--- config.mk ---
export PLATFORM = sky130hd
export DESIGN_NAME = dm_ctrl_flat
export DESIGN_NICKNAME = d
export VERILOG_FILES = /design/src/rtl/dm_ctrl_if.sv /design/src/rtl/dm_ctrl.sv /design/src/flat_wrapper.sv
export SDC_FILE = /design/constraint.sdc
export NUM_CORES = 1
export LEC_CHECK = 0
export ABC_AREA = 1
export CORE_ASPECT_RATIO = 1.4
export CORE_MARGIN = 4
export CORE_UTILIZATION = 47
export DETAILED_ROUTE_END_ITERATION = 8
export PLACE_DENSITY = 0.86
export SLEW_MARGIN = 30
export SYNTH_ARGS = -nofsm -noshare
export SYNTH_HDL_FRONTEND = slang
export SYNTH_SLANG_ARGS = --single-unit
--- constraint.sdc ---
create_clock -name clk -period 4.2 [get_ports clk]
set_input_delay 0.84 -clock clk [delete_from_list [all_inputs] [get_ports clk]]
set_output_delay 0.84 -clock clk [all_outputs]
set_load 0.03 [all_outputs]
--- src/rtl/dm_ctrl_if.sv ---
// Pipeline-side request/response and memory-side bus of the data-memory controller.
// The controller uses the master view; the pipeline/memory environment uses the slave view.
interface dm_ctrl_if;
  logic        Req;
  logic [5:0]  Op;
  logic [31:0] Addr;
  logic [31:0] WData;
  logic        Stall;
  logic        Done;
  logic [31:0] RData;
  logic        AdEL;
  logic        AdES;
  logic        BusErr;
  logic        MemReq;
  logic        MemWE;
  logic [3:0]  MemBE;
  logic [31:0] MemAddr;
  logic [31:0] MemWData;
  logic [31:0] MemRData;
  logic        MemAck;

  modport master (
    input  Req, Op, Addr, WData, MemRData, MemAck,
    output Stall, Done, RData, AdEL, AdES, BusErr,
    output MemReq, MemWE, MemBE, MemAddr, MemWData
  );

  modport slave (
    output Req, Op, Addr, WData, MemRData, MemAck,
    input  Stall, Done, RData, AdEL, AdES, BusErr,
    input  MemReq, MemWE, MemBE, MemAddr, MemWData
  );
endinterface

--- src/rtl/dm_ctrl.sv ---
// Data-memory access controller: decodes load/store requests, checks alignment,
// runs a single-outstanding memory handshake with timeout and extends load data.
module dm_ctrl #(
  parameter int unsigned TIMEOUT = 255
) (
  input  logic       clk,
  input  logic       reset,
  dm_ctrl_if.master  bus
);

  localparam logic [1:0] IDLE = 2'd0;
  localparam logic [1:0] BUSY = 2'd1;
  localparam logic [1:0] RESP = 2'd2;
  localparam logic [1:0] EXC  = 2'd3;

  localparam logic [7:0] TIMEOUT_LAST = 8'(TIMEOUT - 1);

  logic [1:0]  r_state;
  logic [1:0]  w_state_nxt;
  logic [1:0]  r_sz;
  logic        r_uns;
  logic        r_we;
  logic [1:0]  r_lo;
  logic [31:0] r_addr;
  logic [3:0]  r_be;
  logic [31:0] r_wdata;
  logic [31:0] r_rdata;
  logic [7:0]  r_cnt;
  logic        r_buserr;

  logic        w_known;
  logic        w_misal;
  logic [3:0]  w_be;
  logic [31:0] w_wdata;
  logic        w_accept;
  logic        w_busy;
  logic        w_timeout;
  logic [7:0]  w_byte;
  logic [15:0] w_half;
  logic [31:0] w_rdata;

  // Op[1:0] encodes size (00 byte, 01 half, 11 word), Op[2] unsigned load, Op[3] store.
  always_comb begin
    w_known = 1'b0;
    case (bus.Op)
      6'b100000, 6'b100100, 6'b100001, 6'b100101,
      6'b100011, 6'b101000, 6'b101001, 6'b101011: w_known = 1'b1;
      default: w_known = 1'b0;
    endcase
  end

  always_comb begin
    w_misal = 1'b0;
    w_be    = 4'b1111;
    w_wdata = bus.WData;
    case (bus.Op[1:0])
      2'b00: begin
        w_be    = 4'b0001 << bus.Addr[1:0];
        w_wdata = {4{bus.WData[7:0]}};
      end
      2'b01: begin
        w_misal = bus.Addr[0];
        w_be    = bus.Addr[1] ? 4'b1100 : 4'b0011;
        w_wdata = {2{bus.WData[15:0]}};
      end
      default: w_misal = |bus.Addr[1:0];
    endcase
  end

  assign w_accept  = (r_state == IDLE) && bus.Req && w_known;
  assign w_busy    = (r_state == BUSY);
  assign w_timeout = w_busy && !bus.MemAck && (r_cnt == TIMEOUT_LAST);

  always_comb begin
    w_state_nxt = r_state;
    case (r_state)
      IDLE: if (w_accept) w_state_nxt = w_misal ? EXC : BUSY;
      BUSY: begin
        if (bus.MemAck)     w_state_nxt = RESP;
        else if (w_timeout) w_state_nxt = IDLE;
      end
      default: w_state_nxt = IDLE;
    endcase
  end

  always_ff @(posedge clk) begin
    if (reset) begin
      r_state  <= IDLE;
      r_sz     <= 2'b00;
      r_uns    <= 1'b0;
      r_we     <= 1'b0;
      r_lo     <= 2'b00;
      r_addr   <= 32'd0;
      r_be     <= 4'b0000;
      r_wdata  <= 32'd0;
      r_rdata  <= 32'd0;
      r_cnt    <= 8'd0;
      r_buserr <= 1'b0;
    end else begin
      r_state  <= w_state_nxt;
      r_buserr <= w_timeout;
      if (w_accept) begin
        r_sz    <= bus.Op[1:0];
        r_uns   <= bus.Op[2];
        r_we    <= bus.Op[3];
        r_lo    <= bus.Addr[1:0];
        r_addr  <= {bus.Addr[31:2], 2'b00};
        r_be    <= w_be;
        r_wdata <= w_wdata;
        r_cnt   <= 8'd0;
      end
      if (w_busy) begin
        if (bus.MemAck) r_rdata <= bus.MemRData;
        else            r_cnt   <= r_cnt + 8'd1;
      end
    end
  end

  always_comb begin
    case (r_lo)
      2'd0:    w_byte = r_rdata[7:0];
      2'd1:    w_byte = r_rdata[15:8];
      2'd2:    w_byte = r_rdata[23:16];
      default: w_byte = r_rdata[31:24];
    endcase
    w_half = r_lo[1] ? r_rdata[31:16] : r_rdata[15:0];
    case (r_sz)
      2'b00:   w_rdata = r_uns ? {24'd0, w_byte} : {{24{w_byte[7]}}, w_byte};
      2'b01:   w_rdata = r_uns ? {16'd0, w_half} : {{16{w_half[15]}}, w_half};
      default: w_rdata = r_rdata;
    endcase
  end

  assign bus.Stall    = w_accept || w_busy;
  assign bus.Done     = (r_state == RESP);
  assign bus.RData    = ((r_state == RESP) && !r_we) ? w_rdata : 32'd0;
  assign bus.AdEL     = (r_state == EXC) && !r_we;
  assign bus.AdES     = (r_state == EXC) && r_we;
  assign bus.BusErr   = r_buserr;
  assign bus.MemReq   = w_busy;
  assign bus.MemWE    = w_busy && r_we;
  assign bus.MemBE    = w_busy ? r_be : 4'b0000;
  assign bus.MemAddr  = r_addr;
  assign bus.MemWData = r_wdata;

endmodule

--- src/flat_wrapper.sv ---
// flat-port wrapper written by rule: the top's interface ports become plain ports
module dm_ctrl_flat 
#(
  parameter int unsigned TIMEOUT = 255
)
  (clk, reset, bus_Req, bus_Op, bus_Addr, bus_WData, bus_MemRData, bus_MemAck, bus_Stall, bus_Done, bus_RData, bus_AdEL, bus_AdES, bus_BusErr, bus_MemReq, bus_MemWE, bus_MemBE, bus_MemAddr, bus_MemWData);
  dm_ctrl_if bus_i ();
  input  logic clk;
  input  logic reset;
  input wire logic [$bits(bus_i.Req)-1:0] bus_Req;
  input wire logic [$bits(bus_i.Op)-1:0] bus_Op;
  input wire logic [$bits(bus_i.Addr)-1:0] bus_Addr;
  input wire logic [$bits(bus_i.WData)-1:0] bus_WData;
  input wire logic [$bits(bus_i.MemRData)-1:0] bus_MemRData;
  input wire logic [$bits(bus_i.MemAck)-1:0] bus_MemAck;
  output wire logic [$bits(bus_i.Stall)-1:0] bus_Stall;
  output wire logic [$bits(bus_i.Done)-1:0] bus_Done;
  output wire logic [$bits(bus_i.RData)-1:0] bus_RData;
  output wire logic [$bits(bus_i.AdEL)-1:0] bus_AdEL;
  output wire logic [$bits(bus_i.AdES)-1:0] bus_AdES;
  output wire logic [$bits(bus_i.BusErr)-1:0] bus_BusErr;
  output wire logic [$bits(bus_i.MemReq)-1:0] bus_MemReq;
  output wire logic [$bits(bus_i.MemWE)-1:0] bus_MemWE;
  output wire logic [$bits(bus_i.MemBE)-1:0] bus_MemBE;
  output wire logic [$bits(bus_i.MemAddr)-1:0] bus_MemAddr;
  output wire logic [$bits(bus_i.MemWData)-1:0] bus_MemWData;
  assign bus_i.Req = bus_Req;
  assign bus_i.Op = bus_Op;
  assign bus_i.Addr = bus_Addr;
  assign bus_i.WData = bus_WData;
  assign bus_i.MemRData = bus_MemRData;
  assign bus_i.MemAck = bus_MemAck;
  assign bus_Stall = bus_i.Stall;
  assign bus_Done = bus_i.Done;
  assign bus_RData = bus_i.RData;
  assign bus_AdEL = bus_i.AdEL;
  assign bus_AdES = bus_i.AdES;
  assign bus_BusErr = bus_i.BusErr;
  assign bus_MemReq = bus_i.MemReq;
  assign bus_MemWE = bus_i.MemWE;
  assign bus_MemBE = bus_i.MemBE;
  assign bus_MemAddr = bus_i.MemAddr;
  assign bus_MemWData = bus_i.MemWData;
  dm_ctrl #(.TIMEOUT(TIMEOUT)) u_core (.clk(clk), .reset(reset), .bus(bus_i));
endmodule
==> impl_metrics.yaml <==
status:
  run_status: "finished, final reports clean"
layout:
  proportion_of_layout_cells_with_a_drive_suffix_above_1_pct: 6.918
  nFillCells: 925
  final_cell_area_um2: 8035
  num-nets-final: 1078
  area_delta_synth_final_pct: 49.31
  num_antenna_cells: 0
grt:
  grt_util_all_layers_pct: 26.24
  grt_pass1_wl_mm: 27.92
  grt_start_max_net_pins: 76
  antenna_found_initial: 0
  vias_in_the_first_global_route: 5663
  overflow: 0
worst_setup_path:
  cp_cell_sequence: "inv_2 -> nand2_1 -> nor2_2 -> nand3_2 -> nand3_2 -> nand2_2 -> nor2_1 -> clkdlybuf4s50_1"
  critPathSlowestCell: "sky130_fd_sc_hd__clkdlybuf4s50_1"
  worst_r2r_path_depth: 8
  max_stage_delay_ns: 0.69
  required_ns: 3.36
  worst_setup_path_start_kind: "flop"
  timing.critical_path.to_type: "output pin"
  setup.reg_to_reg.worst_slack_ns: 1.92
  critPathArrivalTime_ns: 3.03
  setup.worst_path.class: "flop to output pin"
  cp_common_cell: "sky130_fd_sc_hd__nand3_2"
  critical_path.max_fanout: 26
  regToRegEndpoint: "u_core.bus.MemWData[9]"
  worstReg2RegStart: "u_core.r_state[0]"
  cp.buffers_inverters: 2
  worst_path_dominant_cell_family: "buffers and inverters"
sta:
  worst_slew_pin_slew_ns: 0.7568
  timing.final.max_slew_violations: 0
  final_period_minus_worst_setup_slack_ns: 3.875
  final_hold_viol_count: 0
  report.final.setup_viol: 0
  fmax_mhz: 258.1
  worst_slew_margin_relative_to_its_limit_pct: 49.36
  final.setup_skew_ns: 0.009384
  timing.setup.tns_ns: 0
  grt_setup_unrepaired: "no"
  final_cycle_utilization_of_the_critical_path_pct: 92.25
clock_network:
  cts.path.max_buffers: 2
  cts_setup_buffers: 0
  ctsHoldBuffers: 0
  postCtsResizedCells: 0
  tritoncts_clock_tree: "done"
  cts_root_buf: "sky130_fd_sc_hd__clkbuf_16"
  clock_latency_ns: 0.42
  cts_num_sinks: 115
  tritoncts.num_buffers: 17
  clkSlewWorstSetupHoldPaths_ns: 0.06
  cts.htree.levels: 4
place:
  gp_routability_congestion: 0.8816
  hpwl_mm: 12.45
  dpl-instance-area_um2: 7435
  io_buffer_count: 210
synth:
  synth_most_common_cell: "sky130_fd_sc_hd__nand2_1"
  synthTopCellsByArea: "sky130_fd_sc_hd__dfxtp_1 43%, sky130_fd_sc_hd__nand2_1 11%, sky130_fd_sc_hd__nor2_1 8.9%"
  synth_largest_type_area_fraction_pct: 42.78
  number_of_distinct_standard_cells_referenced_by_the_synthesized_netlist: 36
  synthesis.yosys.warnings: 0
  post_syn_area_per_cell_um2: 6.855
  edff_count_synth: 0
  post_synth_instance_area_um2: 5381
  synthDominantAreaCellType: "sky130_fd_sc_hd__dfxtp_1"
  yosys-top-cells-count: "153 x sky130_fd_sc_hd__nand2_1, 128 x sky130_fd_sc_hd__nor2_1, 115 x sky130_fd_sc_hd__dfxtp_1, 90 x sky130_fd_sc_hd__o21ai_0, 78 x sky130_fd_sc_hd__a21oi_1"
  synth_seq_cells: 115
  synthCells: 785
  top_ff_cell_synth: "sky130_fd_sc_hd__dfxtp_1"
  async_reset_ff_share_pct: 0
  yosysSeqAreaShare_pct: 42.78
pwr:
  clock_power_share_pct: 49.6
  power.leakage_nw: 3.164
  seq_power_share_pct: 38.7
  p_switching_mw: 0.7609
  share_comb_of_total_power_pct: 11.6
  powerDensity_nw_per_um2: 364.9
  vdd.ir_drop.worst_v: 0.0002883
  cell_internal_pwr_mw: 2.171
  power.switching_fraction_pct: 25.95
worst_hold_path:
  hold_class: "flop to flop"
  worstHoldPathCells: 2
  min_delay_worst_endpoint: "u_core.bus.MemWData[6]"
  min_from: "u_core.bus.MemWData[6]"
floorplanning:
  dieArea_um2: 13250
  placementRows: 46
  core-area_um2: 11280
  initial_utilization_pct: 47.70
  die_width_um: 98.44
  die_height_um: 134.6
  ios: 213
route:
  wirelength_mm: 17.63
  drc: 0
  detail_route.wl_per_cell_um: 15.64
  drt_iter0_markers: 285
  vias: 5872
  drtAntennaViolNets: 0
  detailedRoute.firstPassIterationCount: 4
  average_via_count_per_standard_cell: 5.210
run:
  maxCapViolCount: 0
worst register-to-register path, stage by stage, from the launching register on:
cell,delay (ns)
sky130_fd_sc_hd__dfxtp_1,0.34
sky130_fd_sc_hd__inv_2,0.10
sky130_fd_sc_hd__nand2_2,0.10
sky130_fd_sc_hd__nor2_4,0.13
sky130_fd_sc_hd__nand3_4,0.31
sky130_fd_sc_hd__inv_2,0.15
sky130_fd_sc_hd__buf_4,0.62
sky130_fd_sc_hd__o21ai_0,0.24
sky130_fd_sc_hd__a21oi_1,0.21
final cells by class:
type                       instances  area, µm²  share of cell area [%]
timing repair buffer             218       2172                   27.03
clock buffer                      17      425.4                   5.294
tap                              144      180.2                   2.242
clock inverter                    15      175.2                   2.180
sequential                       115       2302                   28.65
inverter                          54      205.2                   2.554
multi-input combinational        564       2575                   32.05
power groups by stage:
stage | registers [mW] | logic (mW) | clock network (mW)
finish | 1.14 | 0.341 | 1.45
global route | 1.14 | 0.369 | 1.53
CTS | 1.14 | 0.341 | 1.47
detailed placement | 1.16 | 0.337 | 0
global placement | 1.16 | 0.334 | 0
floorplan | 1.19 | 0.132 | 0
layer usage:
metal  up-vias  wire (µm)  track usage, %
met1      2660       6349           27.62
met5         -          0               0
met2       245       9107           46.43
met4         0        495           10.33
met3        33       1677           10.65
li1       2934          -               -
through the flow:
| stage | worst slack [ns] | hold WS, ns | instances | power, mW | util (%) |
|---|---|---|---|---|---|
| 6_report | 0.3255 | 0.4500 | 1127 | 2.932 | 71.23 |
| 5_1_grt | 0.1170 | 0.4626 | 1127 | 3.034 | 71.23 |
| 4_1_cts | 0.3167 | 0.4511 | 1127 | 2.945 | 71.23 |
| 3_5_place_dp | 0.7731 | 0.4369 | 1095 | 1.496 | 65.91 |
| 3_3_place_gp | 0.7680 | 0.4272 | 1095 | 1.493 | 65.91 |
| 2_1_floorplan | 1.602 | 0.4301 | 786 | 1.326 | - |
cell families after synthesis:
family,count (synthesis),synth area share (%)
simple gates,369,28.74
flops,115,42.78
other cells,1,0.06968
fa+ha+maj,2,0.4649
xor+xnor,1,0.1628
compound gates,190,18.34
buf+inv,107,9.440
how the worst max path moves through the flow:
stage                       from             to  slack (ns)  cells after the start
6_report          u_core.r_sz[1]  bus_RData[25]        0.33                      8
2_1_floorplan  u_core.r_state[1]  bus_RData[21]        1.60                      7
3_5_place_dp      u_core.r_sz[1]  bus_RData[26]        0.77                      8
4_1_cts           u_core.r_sz[1]  bus_RData[26]        0.32                      8
3_3_place_gp      u_core.r_sz[1]  bus_RData[27]        0.77                      8
5_1_grt           u_core.r_sz[1]  bus_RData[27]        0.12                      8
layout by cell type (no fill, tap or decap), types with 2 or more instances in the layout:
cell                                n
sky130_fd_sc_hd__inv_2              8
sky130_fd_sc_hd__nor2_1           128
sky130_fd_sc_hd__inv_1             45
sky130_fd_sc_hd__bufinv_16          2
sky130_fd_sc_hd__ha_1               2
sky130_fd_sc_hd__nand4_1            3
sky130_fd_sc_hd__a31oi_1            3
sky130_fd_sc_hd__buf_4              8
sky130_fd_sc_hd__dfxtp_1          115
sky130_fd_sc_hd__or2_2              3
sky130_fd_sc_hd__o21ai_0           90
sky130_fd_sc_hd__nand2_2            3
sky130_fd_sc_hd__conb_1             2
sky130_fd_sc_hd__inv_6              4
sky130_fd_sc_hd__nor2_2             5
sky130_fd_sc_hd__nand2_1          153
sky130_fd_sc_hd__o21ai_1            4
sky130_fd_sc_hd__o22ai_1           10
sky130_fd_sc_hd__clkdlybuf4s50_1  209
sky130_fd_sc_hd__nand3_2            2
sky130_fd_sc_hd__clkbuf_16         17
sky130_fd_sc_hd__nand3_1           63
sky130_fd_sc_hd__clkinv_4           7
sky130_fd_sc_hd__a21oi_1           78
sky130_fd_sc_hd__nor3_1             4
sequential cells by signal, summed over array words and instances, names as in the netlist:
| signal | flops |
|---|---|
| u_core.bus.MemWData | 32 |
| u_core.r_rdata | 32 |
| u_core.bus.MemAddr | 30 |
| u_core.r_cnt | 8 |
| u_core.r_be | 4 |
| u_core.r_lo | 2 |
| u_core.r_state | 2 |
| u_core.r_sz | 2 |
| u_core.bus.BusErr | 1 |
| u_core.r_uns | 1 |
| u_core.r_we | 1 |
(Power assumes the default switching activity.)
